[src/rtl/reg_scoreboard_if.sv]
// Decode/write-back interlock bus between the pipeline and reg_scoreboard.
// master: pipeline side, drives decode and write-back info and reads status.
// slave : scoreboard side, returns stall/issue (combinational) and
//         inflight/busy/err (derived from registered state).
interface reg_scoreboard_if;
    logic       dec_valid;
    logic [4:0] dec_rs1;
    logic [4:0] dec_rs2;
    logic       dec_use_rs1;
    logic       dec_use_rs2;
    logic [4:0] dec_rd;
    logic       dec_wr;
    logic       wb_valid;
    logic [4:0] wb_rd;
    logic       flush;
    logic       stall;
    logic       issue;
    logic [3:0] inflight;
    logic       busy;
    logic       err;

    modport master (
        output dec_valid, dec_rs1, dec_rs2, dec_use_rs1, dec_use_rs2,
        output dec_rd, dec_wr, wb_valid, wb_rd, flush,
        input  stall, issue, inflight, busy, err
    );

    modport slave (
        input  dec_valid, dec_rs1, dec_rs2, dec_use_rs1, dec_use_rs2,
        input  dec_rd, dec_wr, wb_valid, wb_rd, flush,
        output stall, issue, inflight, busy, err
    );
endinterface

[src/rtl/reg_scoreboard.sv]
// Register-file interlock: counts in-flight writes per architectural register
// and holds decode while a source is pending or tracking would overflow.
// Ports:
//   clk  - rising-edge clock
//   rst  - synchronous active-high reset (overrides flush and all inputs)
//   bus  - reg_scoreboard_if.slave: decode/write-back inputs, stall/issue
//          (combinational), inflight/busy/err (from registered state)
module reg_scoreboard #(
    parameter int unsigned CNT_W        = 2,
    parameter int unsigned MAX_INFLIGHT = 4
) (
    input  logic             clk,
    input  logic             rst,
    reg_scoreboard_if.slave  bus
);
    localparam int unsigned NREG  = 32;
    localparam int unsigned INF_W = 4;
    localparam logic [CNT_W-1:0] PEND_MAX = '1;

    // Entry 0 is never incremented, so x0 always reads as not pending.
    logic [CNT_W-1:0] pend_q [NREG];
    logic [INF_W-1:0] inflight_q;
    logic             err_q;

    logic [CNT_W-1:0] pend_rs1, pend_rs2, pend_rd, pend_wb;
    logic             rd_nz, wb_nz;
    logic             raw1, raw2, waw_full, cap_full;
    logic             stall_c, issue_c;
    logic             set, clr, wb_bad;
    logic [NREG-1:0]  set_mask, clr_mask;

    // Hazard evaluation on registered state only; no write-back bypass.
    always_comb begin
        pend_rs1 = pend_q[bus.dec_rs1];
        pend_rs2 = pend_q[bus.dec_rs2];
        pend_rd  = pend_q[bus.dec_rd];
        pend_wb  = pend_q[bus.wb_rd];
        rd_nz    = (bus.dec_rd != 5'd0);
        wb_nz    = (bus.wb_rd != 5'd0);

        raw1     = bus.dec_use_rs1 && (bus.dec_rs1 != 5'd0) && (pend_rs1 != '0);
        raw2     = bus.dec_use_rs2 && (bus.dec_rs2 != 5'd0) && (pend_rs2 != '0);
        waw_full = bus.dec_wr && rd_nz && (pend_rd == PEND_MAX);
        cap_full = bus.dec_wr && rd_nz && (inflight_q == INF_W'(MAX_INFLIGHT));

        stall_c  = bus.dec_valid && (raw1 || raw2 || waw_full || cap_full);
        issue_c  = bus.dec_valid && !stall_c;

        set      = issue_c && bus.dec_wr && rd_nz;
        clr      = bus.wb_valid && wb_nz && (pend_wb != '0);
        wb_bad   = bus.wb_valid && wb_nz && (pend_wb == '0);

        set_mask = set ? (NREG'(1) << bus.dec_rd) : '0;
        clr_mask = clr ? (NREG'(1) << bus.wb_rd)  : '0;
    end

    assign bus.stall    = stall_c;
    assign bus.issue    = issue_c;
    assign bus.inflight = inflight_q;
    assign bus.busy     = (inflight_q != '0);
    assign bus.err      = err_q;

    // Counter update; set and clr on the same register cancel out.
    always_ff @(posedge clk) begin
        if (rst) begin
            for (int i = 0; i < NREG; i++) pend_q[i] <= '0;
            inflight_q <= '0;
            err_q      <= 1'b0;
        end else if (bus.flush) begin
            for (int i = 0; i < NREG; i++) pend_q[i] <= '0;
            inflight_q <= '0;
        end else begin
            for (int i = 0; i < NREG; i++) begin
                if (set_mask[i] && !clr_mask[i])
                    pend_q[i] <= pend_q[i] + CNT_W'(1);
                else if (clr_mask[i] && !set_mask[i])
                    pend_q[i] <= pend_q[i] - CNT_W'(1);
            end
            if (set && !clr)
                inflight_q <= inflight_q + INF_W'(1);
            else if (clr && !set)
                inflight_q <= inflight_q - INF_W'(1);
            if (wb_bad)
                err_q <= 1'b1;
        end
    end
endmodule
[src/flat_wrapper.sv]
// flat-port wrapper written by rule: the top's interface ports become plain ports
module reg_scoreboard_flat 
#(
    parameter int unsigned CNT_W        = 2,
    parameter int unsigned MAX_INFLIGHT = 4
)
  (clk, rst, bus_dec_valid, bus_dec_rs1, bus_dec_rs2, bus_dec_use_rs1, bus_dec_use_rs2, bus_dec_rd, bus_dec_wr, bus_wb_valid, bus_wb_rd, bus_flush, bus_stall, bus_issue, bus_inflight, bus_busy, bus_err);
  reg_scoreboard_if bus_i ();
  input  logic clk;
  input  logic rst;
  input wire logic [$bits(bus_i.dec_valid)-1:0] bus_dec_valid;
  input wire logic [$bits(bus_i.dec_rs1)-1:0] bus_dec_rs1;
  input wire logic [$bits(bus_i.dec_rs2)-1:0] bus_dec_rs2;
  input wire logic [$bits(bus_i.dec_use_rs1)-1:0] bus_dec_use_rs1;
  input wire logic [$bits(bus_i.dec_use_rs2)-1:0] bus_dec_use_rs2;
  input wire logic [$bits(bus_i.dec_rd)-1:0] bus_dec_rd;
  input wire logic [$bits(bus_i.dec_wr)-1:0] bus_dec_wr;
  input wire logic [$bits(bus_i.wb_valid)-1:0] bus_wb_valid;
  input wire logic [$bits(bus_i.wb_rd)-1:0] bus_wb_rd;
  input wire logic [$bits(bus_i.flush)-1:0] bus_flush;
  output wire logic [$bits(bus_i.stall)-1:0] bus_stall;
  output wire logic [$bits(bus_i.issue)-1:0] bus_issue;
  output wire logic [$bits(bus_i.inflight)-1:0] bus_inflight;
  output wire logic [$bits(bus_i.busy)-1:0] bus_busy;
  output wire logic [$bits(bus_i.err)-1:0] bus_err;
  assign bus_i.dec_valid = bus_dec_valid;
  assign bus_i.dec_rs1 = bus_dec_rs1;
  assign bus_i.dec_rs2 = bus_dec_rs2;
  assign bus_i.dec_use_rs1 = bus_dec_use_rs1;
  assign bus_i.dec_use_rs2 = bus_dec_use_rs2;
  assign bus_i.dec_rd = bus_dec_rd;
  assign bus_i.dec_wr = bus_dec_wr;
  assign bus_i.wb_valid = bus_wb_valid;
  assign bus_i.wb_rd = bus_wb_rd;
  assign bus_i.flush = bus_flush;
  assign bus_stall = bus_i.stall;
  assign bus_issue = bus_i.issue;
  assign bus_inflight = bus_i.inflight;
  assign bus_busy = bus_i.busy;
  assign bus_err = bus_i.err;
  reg_scoreboard #(.CNT_W(CNT_W), .MAX_INFLIGHT(MAX_INFLIGHT)) u_core (.clk(clk), .rst(rst), .bus(bus_i));
endmodule
[config.mk]
export PLATFORM = sky130hd
export DESIGN_NAME = reg_scoreboard_flat
export DESIGN_NICKNAME = d
export VERILOG_FILES = /design/src/rtl/reg_scoreboard_if.sv /design/src/rtl/reg_scoreboard.sv /design/src/flat_wrapper.sv
export SDC_FILE = /design/constraint.sdc
export NUM_CORES = 1
export LEC_CHECK = 0
export BUFFER_PORTS_ARGS = -buffer_cell sky130_fd_sc_hd__buf_2
export CORE_AREA = 2 2 128 130
export CTS_CLUSTER_DIAMETER = 80
export DETAILED_ROUTE_END_ITERATION = 6
export DIE_AREA = 0 0 130 132
export SLEW_MARGIN = 20
export SYNTH_ARGS = -nofsm -noshare
export SYNTH_HDL_FRONTEND = slang
export SYNTH_SLANG_ARGS = --single-unit
[constraint.sdc]
create_clock -name clk -period 3.6 [get_ports clk]
set_input_delay 0.18 -clock clk [delete_from_list [all_inputs] [get_ports clk]]
set_output_delay 0.18 -clock clk [all_outputs]
set_load 0.02 [all_outputs]
* After elaboration in Yosys (flattened, before gate mapping)
Memory sizes are Yosys's and may differ from the RTL's.
Cells that the tools add are included.
** Storage, ports and cells
- Register bits after elaboration :: 5
- Memory bits (writable) :: 64
- Input bits :: 28
- Output and inout bits :: 8
- Logic and storage cells :: 725
- Memories :: 1
** Memories
- u_core.pend_q :: depth 32, bits a word 2, rd ports 36, clocked after Yosys merged registers in 0, wr ports 32, RTL line reg_scoreboard.sv:21 : logic [CNT_W-1:0] pend_q [NREG];
** Cells by class
- Add/subtract/negate cells :: 66
- Eq/ne operators :: 2
- Shifts and indexed selects :: 2
- Muxes and demuxes :: 393
- Bitwise operators :: 97
- Reduce and logical (&&, ||, !) cells :: 162
** Operator list (count)
- 2-to-1 mux 1 bit :: 293
- 2-to-1 mux 2 bit :: 96
- bitwise OR 1 bit :: 96
- logical AND 1 bit :: 80
- logical NOT 1 bit :: 67
- adder 2 x 1 -> 2 bit, second input constant :: 32
- 2-to-1 mux 32 bit :: 2
- << shifter 1 x 5 -> 32 bit, first input constant :: 2
- subtractor 2 x 1 -> 2 bit, second input constant :: 32
- nonzero test 5 bit :: 4
- 2-to-1 mux 4 bit :: 2
- nonzero test 2 bit :: 4
- adder 4 x 1 -> 4 bit, second input constant :: 1
- == test 4 x 3 -> 1 bit, second input constant :: 1
- nonzero test 4 bit :: 1
- subtractor 4 x 1 -> 4 bit, second input constant :: 1
- logical OR 1 bit :: 3
- == test 2 bit, second input constant :: 1
- logical NOT 2 bit :: 1
- AND reduction 2 bit :: 1
- OR reduction 2 bit :: 1
- inverter 1 bit :: 1

* Longest topological paths before layout
Gate-level depths: netlist of the first run.
- Word-level depth :: 20
- Gate-level depth with buffers :: 18
- Mapped depth without buffers :: 15

* Worst setup path after synthesis of the first run
Ideal clock, no wire load.
- Path type :: reg2reg
- Start point :: memory u_core.pend_q[16][0]
- End point :: register u_core.inflight_q[3], in the netlist u_core.bus.inflight[3]
- Setup time :: 0.070 ns
- Arrival :: 3.556 ns
- Required time :: 3.530 ns
- Path slack :: -0.027 ns
- Stages on the path, launching flop included :: 16
- Path buffers :: 1
- Period minus slack after synthesis :: 3.627 ns
- Cells stage by stage :: edfxtp_1 -> nor3_1 -> a21oi_1 -> mux4_2 -> a32o_1 -> nor4_4 -> buf_2 -> and3_1 -> ha_1 -> inv_1 -> ha_1 -> a21o_1 -> a21oi_1 -> xnor2_1 -> or3_1 -> a21oi_1
** RTL lines
- from (decl) :: RTL line reg_scoreboard.sv:21
- to (signal assigned) :: RTL line reg_scoreboard.sv:80 : inflight_q <= inflight_q + INF_W'(1);
- to (signal assigned) :: RTL line reg_scoreboard.sv:82 : inflight_q <= inflight_q - INF_W'(1);
- to (decl) :: RTL line reg_scoreboard.sv:22 : logic [INF_W-1:0] inflight_q;

==> results.tsv, run 1 <==
stage	metric	value	unit
synth	Synth area leaders	edfxtp_1 (32%), nor2_1 (4.9%), nor3_1 (4.4%), nand2_1 (4.3%), a21oi_1 (4.1%)	
clock_tree	TritonCTS clock tree	yes	
floorplan	Die Y	132	µm
worst_setup_path	Critical R2R Capture	u_core.bus.inflight[3]	
detailed_routing	drc violations	0	
worst_setup_path	startpoint types	flop	
worst_setup_path	WP data arrival	3760	ps
synth	Synth area leader	edfxtp_1	
synth	Yosys cell types	64	
clock_tree	hold_buf cts	0	
clock_tree	CTS Buf Count	9	
synth	Yosys warning count	0	
synth	flop and latch count out of synthesis	69	
detailed_routing	Vias/cell	6.270	
worst_hold_path	min-delay worst type	input pin to flop	
worst_setup_path	WP data required	3890	ps
global_route	initial antenna violation count	0	
synth	top_reg_cell synth	edfxtp_1	
worst_setup_path	WS Path Type	flop to flop	
detailed_routing	Total Routed Length	23000	µm
place	# port buffers	35	
floorplan	Die ar.	17160	µm²
timing	Max Clock Freq	288.3	MHz
synth	Post-synth EDFFs	64	
flow_run	maxcap violations	0	
finish	fin area	7073	µm²
global_route	grt ovf	0	
power	PwrDens	338.7	nW/µm²
worst_hold_path	Hold Path Depth	2	
timing	worst-margin pin slew	964.6	ps
worst_setup_path	crit path capture type	flop	
synth	register area share after synthesis	0.3416	
timing	setup ws final	131.8	ps
clock_tree	Clock transition at path regs	60	ps
synth	Mapped Area	5919	µm²
timing	Clock Skew	10.96	ps
outcome	outcome	finished, final reports clean	
clock_tree	TritonCTS sink count	69	
floorplan	Initial Util	0.3767	
finish	Post-layout nets	829	
finish	post-layout util	0.4502	
detailed_routing	Starting DRT DRC Count	934	
synth	Post-Syn Area per Cell	8.221	µm²
power	Max VDD drop	0.2205	mV
worst_hold_path	Hold Startpoint	rst	
power	LEAKAGE	2.495	nW
place	# placed instances	999	
clock_tree	Clk Latency, worst-skew pair	350	ps
detailed_routing	DR pass1 iterations	6	
worst_setup_path	worst reg2reg startpoint	u_core.pend_q[1][1]	
finish	P&R area growth vs syn	19.49	%
detailed_routing	DR WL/cell	22.58	µm
place	placed inst area	6734	µm²
synth	most frequent cell after synthesis	nor2_1	
worst_hold_path	Hold Path Sink	u_core.bus.err	
floorplan	row count	46	
timing	Slew HR	0.3562	
floorplan	# IOs	36	
clock_tree	CTS H-tree depth	3	
synth	asr flop ratio synth	0	
global_route	first-pass GRT wire length	34690	µm
global_route	pin count of the biggest net entering global routing	29	
place	GP Congestion	1.007	
worst_setup_path	r2r worst-path depth	15	
floorplan	core area	15710	µm²
finish	Post-Layout Cell Count	1019	
global_route	vias in the first global route	6135	
global_route	Tot GR Track Use	0.2689	
synth	most frequent cells after synthesis	nor2_1 (77), nand2_1 (68), edfxtp_1 (64)	
finish	layout cells sized above 1	0.1970	
synth	Syn Inst Count	720	
place	Post-DP HPWL	17180	µm
timing	final setup fails	0	
timing	Fin. Hold Viols	0	
timing	Final min period	3468	ps
detailed_routing	Via Count	6389	
clock_tree	CTS Root Buffer Type	clkbuf_16	
place	dpl ws	-39.13	ps
worst_setup_path	R2R Setup Slk	130	ps
timing	max-slew violation count	0	
floorplan	Die W	130	µm
detailed_routing	post-route ant nets	0	
clock_tree	CTS max path bufs	2	
synth	Yosys top cell area share	0.3247	
worst_setup_path	CP max FO	5	
timing	fin crit share	0.9634	
## cell usage in the layout (no fill, tap or decap), types with 4 or more instances in the layout
cell type	Yosys	final
nand4_1	24	24
nor3_1	52	51
inv_1	12	12
o2111ai_1	8	8
nand2_1	68	68
xnor2_1	18	18
clkbuf_16	0	9
a22oi_1	5	5
nor3b_1	5	4
or3_1	12	12
nor2_2	0	4
buf_4	3	72
nor2b_1	9	9
o211ai_1	10	10
a31o_2	4	4
a21oi_1	48	46
edfxtp_1	64	64
or2_2	7	7
a31oi_1	10	10
a211oi_1	10	10
and2_1	12	12
mux4_2	7	7
buf_2	5	35
o31ai_1	7	7
dfxtp_1	5	5
and3_1	8	8
nor4_1	15	15
nor2_1	77	73
mux2i_1	17	17
xor2_1	23	23
nand2b_1	11	11
o221ai_1	8	8
o21ai_0	32	31
nand3_1	40	40
## layout make-up
class,count,area (µm²)
antenna,1,2.502
clock buffer,14,264.0
clock inverter,2,10.01
fill,1559,8640
inverter,12,45.04
multi-input combinational,596,3704
sequential,69,2022
tap,216,270.3
timing repair buffer,109,755.7
## critical path: stages, from the launching register on
cell and delay [ps]:
edfxtp_1 460, nor4b_1 320, a2111oi_0 120, a22oi_1 230, a311oi_1 140, buf_4 180
nor4_4 320, and3_1 210, ha_2 170, inv_1 80, ha_1 270, a21o_1 190
a21oi_2 150, xnor2_1 90, or3_1 340, a21oi_2 140
## cell families after synthesis
kind of cell	Yosys count	share of synthesized area
mux	25	0.05728
compound gates	171	0.1885
flops	69	0.3416
xor+xnor	41	0.06066
simple gates	353	0.3006
buf+inv	56	0.04100
other cells	1	0.0006335
fa+ha+maj	4	0.009724
## worst max path at each step
stage	from	slack (ps)	endpoint	cells past startpoint
floorplan	u_core.pend_q[20][0]	2	u_core.bus.inflight[3]	15
global placement	bus_dec_rs2[1]	-50	u_core.bus.inflight[3]	17
detailed placement	bus_dec_rs2[1]	-40	u_core.bus.inflight[3]	17
CTS	u_core.pend_q[23][0]	20	u_core.bus.inflight[3]	14
global route	u_core.pend_q[11][1]	-50	u_core.bus.inflight[3]	16
finish	u_core.pend_q[1][1]	130	u_core.bus.inflight[3]	15
## report_power, final
part / internal, W / total (W) / leakage [nW] / switching [W]
clock: 0.000502 / 0.000849 / 0.137 / 0.000347
sequential: 0.000914 / 0.000950 / 0.752 / 0.0000366
combinational: 0.000215 / 0.000596 / 1.61 / 0.000380
total: 0.00163 / 0.00240 / 2.49 / 0.000764
## through the flow
stage	TNS [ps]	total power, W	hold slack, ps
2_1_floorplan	0	0.001301	252.4
3_3_place_gp	-51.70	0.001524	372.7
3_5_place_dp	-39.13	0.001530	387.3
4_1_cts	0	0.002374	22.69
5_1_grt	-53.96	0.002475	44.42
6_report	0	0.002396	30.67
## state kept, by name (all words and copies together), names as in the netlist
signal	count
u_core.bus.inflight	4
u_core.bus.err	1
u_core.pend_q	64
## metal layers
layer / wire length [µm] / GRT usage
met1: 9423 / 0.3609
met4: 753 / 0.1057
met2: 9936 / 0.3999
met5: 0 / 0
met3: 2891 / 0.08685
## timing repair
action,CTS,global route
setup buffers,0,3
gates resized for setup,0,12
setup endpoints to repair,0,3
(Power assumes the default switching activity.)
==> run 2, diff against run 1 <==
--- a/config.mk
+++ b/config.mk
@@ -6,10 +6,10 @@
 export NUM_CORES = 1
 export LEC_CHECK = 0
 export BUFFER_PORTS_ARGS = -buffer_cell sky130_fd_sc_hd__buf_2
-export CORE_AREA = 2 2 128 130
+export CORE_AREA = 2 2 134 136
 export CTS_CLUSTER_DIAMETER = 80
 export DETAILED_ROUTE_END_ITERATION = 6
-export DIE_AREA = 0 0 130 132
+export DIE_AREA = 0 0 136 138
 export SLEW_MARGIN = 20
 export SYNTH_ARGS = -nofsm -noshare
 export SYNTH_HDL_FRONTEND = slang
==> results.tsv, run 2 (same netlist as run 1, synthesis figures left out) <==
stage	metric	value	unit	change
worst_setup_path	crit path cell chain	nor4b_1 > a2111oi_0 > a22oi_1 > a31oi_1 > nor4_4 > and3_1 > ha_2 > inv_1 > ha_1 > a21o_1 > a21oi_2 > xnor2_1 > or3_1 > a21oi_1		
timing	Clock Skew	8.112	ps	-2.853 ps
finish	Post-layout nets	826		-0.36%
floorplan	# IOs	36		unchanged
global_route	grt ovf	0		unchanged
worst_setup_path	WP data arrival	3790	ps	+30 ps
detailed_routing	Starting DRT DRC Count	806		-14%
floorplan	row count	49		+6.5%
timing	final setup fails	0		unchanged
global_route	Tot GR Track Use	0.2311		-0.03778
worst_setup_path	CP max stage delay	540	ps	+80 ps
place	GP Congestion	1.001		-0.58%
timing	hold slack final	13.31	ps	-17.36 ps
floorplan	Initial Util	0.3376		-0.03914
worst_setup_path	CP max-delay cell	nor4b_1		
clock_tree	TritonCTS clock tree	yes		
detailed_routing	drc violations	0		unchanged
detailed_routing	Vias/cell	6.102		-2.7%
timing	Slew HR	0.4298		+0.07358
finish	post-layout util	0.4078		-0.04235
worst_setup_path	WS Path Type	flop to flop		
timing	worst-margin pin slew	854.4	ps	-110.3 ps
detailed_routing	Total Routed Length	22110	µm	-3.9%
finish	max reg flops	64		unchanged
global_route	initial antenna violation count	0		unchanged
worst_hold_path	min-delay worst type	input pin to flop		
clock_tree	hold_buf cts	0		unchanged
clock_tree	CTS Buf Count	9		unchanged
worst_setup_path	R2R Setup Slk	90	ps	-40 ps
global_route	vias in the first global route	5856		-4.5%
place	# placed instances	1009		+1.0%
detailed_routing	DR pass1 iterations	6		unchanged
finish	most common cell after layout, fill and taps aside	nor2_1		
floorplan	Die ar.	18770	µm²	+9.4%
clock_tree	CTS max path bufs	2		unchanged
clock_tree	Clk Latency, worst-skew pair	350	ps	about the same
finish	Post-Layout Cell Count	1028		+0.88%
finish	largest reg by FF count	u_core.pend_q		
place	Post-DP HPWL	16400	µm	-4.5%
floorplan	core area	17530	µm²	+12%
clock_tree	CTS Root Buffer Type	clkbuf_16		
global_route	pin count of the biggest net entering global routing	30		+3.4%
global_route	first-pass GRT wire length	32910	µm	-5.1%
clock_tree	Clock transition at path regs	60	ps	about the same
detailed_routing	Via Count	6273		-1.8%
finish	P&R area growth vs syn	20.80	%	
power	LEAKAGE	2.507	nW	+0.49%
floorplan	Die W	136	µm	+4.6%
floorplan	Die Y	138	µm	+4.5%
timing	Fin. Hold Viols	0		unchanged
flow_run	maxcap violations	0		unchanged
power	Max VDD drop	0.2435	mV	+10%
worst_setup_path	crit path capture type	flop		
finish	most frequent cells in the layout	nor2_1 (72), nand2_1 (68), buf_4 (68), edfxtp_1 (64), nor3_1 (51)		
worst_setup_path	WP data required	3880	ps	about the same
finish	layout cells sized above 1	0.1965		-0.0005119
timing	max-slew violation count	0		unchanged
timing	fin crit share	0.9752		+0.01181
clock_tree	TritonCTS sink count	69		unchanged
power	PwrDens	364.8	nW/µm²	+7.7%
place	# port buffers	35		unchanged
timing	Max Clock Freq	284.8	MHz	-1.2%
worst_setup_path	startpoint types	flop		
finish	ant diodes	0		-1
detailed_routing	post-route ant nets	0		unchanged
timing	Final min period	3511	ps	+42.51 ps
clock_tree	CTS H-tree depth	3		unchanged
outcome	outcome	finished, final reports clean		
detailed_routing	DR WL/cell	21.51	µm	-4.7%
worst_setup_path	CP max FO	5		unchanged
power	total power	0.002609	W	+8.9%
==> run 2: cell types whose count changed in the layout (fill, tap and decap cells not counted), moves of 2 or more <==
cell / delta
bufinv_16: +3
buf_4: -4
nor4_1: -2
clkbuf_1: -2
buf_6: +2
==> run 2: worst paths after layout <==
| check | to | cells after the start | from |
|---|---|---|---|
| min reg2reg | u_core.bus.err | 2 | u_core.bus.err |
| max | u_core.bus.inflight[3] | 14 | u_core.pend_q[1][1] |
| min | u_core.bus.err | 2 | rst |
| max reg2reg | u_core.bus.inflight[3] | 14 | u_core.pend_q[1][1] |
==> run 2: repair_timing <==
item                                    CTS  global route
gates resized for setup                   0            14
endpoints found under the setup margin    0            18
hold endpoints to repair                  0             0
buffers inserted                          0             4
==> run 2: through the flow <==
step	setup slack [ps]	setup TNS (ps)	area, µm²
after floorplan	2.414	0	5928
after global placement	98.52	0	6715
after detailed placement	70.15	0	6715
after CTS	52.30	0	7067
after global routing	-14.49	-14.49	7151
final	89.34	0	7151
==> run 2: area by class of cell <==
class,count,area (µm²)
tap,229,286.5
clock inverter,4,95.09
inverter,12,45.04
clock buffer,12,256.5
sequential,69,2022
fill,1765,10380
multi-input combinational,596,3717
timing repair buffer,106,728.2
==> run 2: layer usage <==
layer / routed length, µm / GRT usage / up-vias / share of wire
met4: 1008 / 0.1212 / 0 / 0.046
met2: 10190 / 0.3594 / 363 / 0.46
li1: - / - / 2878 / -
met1: 9090 / 0.3061 / 2973 / 0.41
met5: 0 / 0 / - / 0
met3: 1822 / 0.03960 / 59 / 0.082
==> run 2: report_power, final <==
group          switching [W]  internal, W
sequential         0.0000379     0.000914
combinational       0.000371     0.000214
clock               0.000358     0.000714
==> run 2: critical path, delay by kind of cell (launching register included) <==
| kind | cells | cell delay [ps] |
|---|---|---|
| xor gates and xnor gates | 1 | 90 |
| DFF | 1 | 490 |
| and+or+nand+nor | 4 | 1320 |
| buffers and inverters | 1 | 70 |
| adders and majority gates | 2 | 460 |
| AOI/OAI and AO/OA | 6 | 1020 |
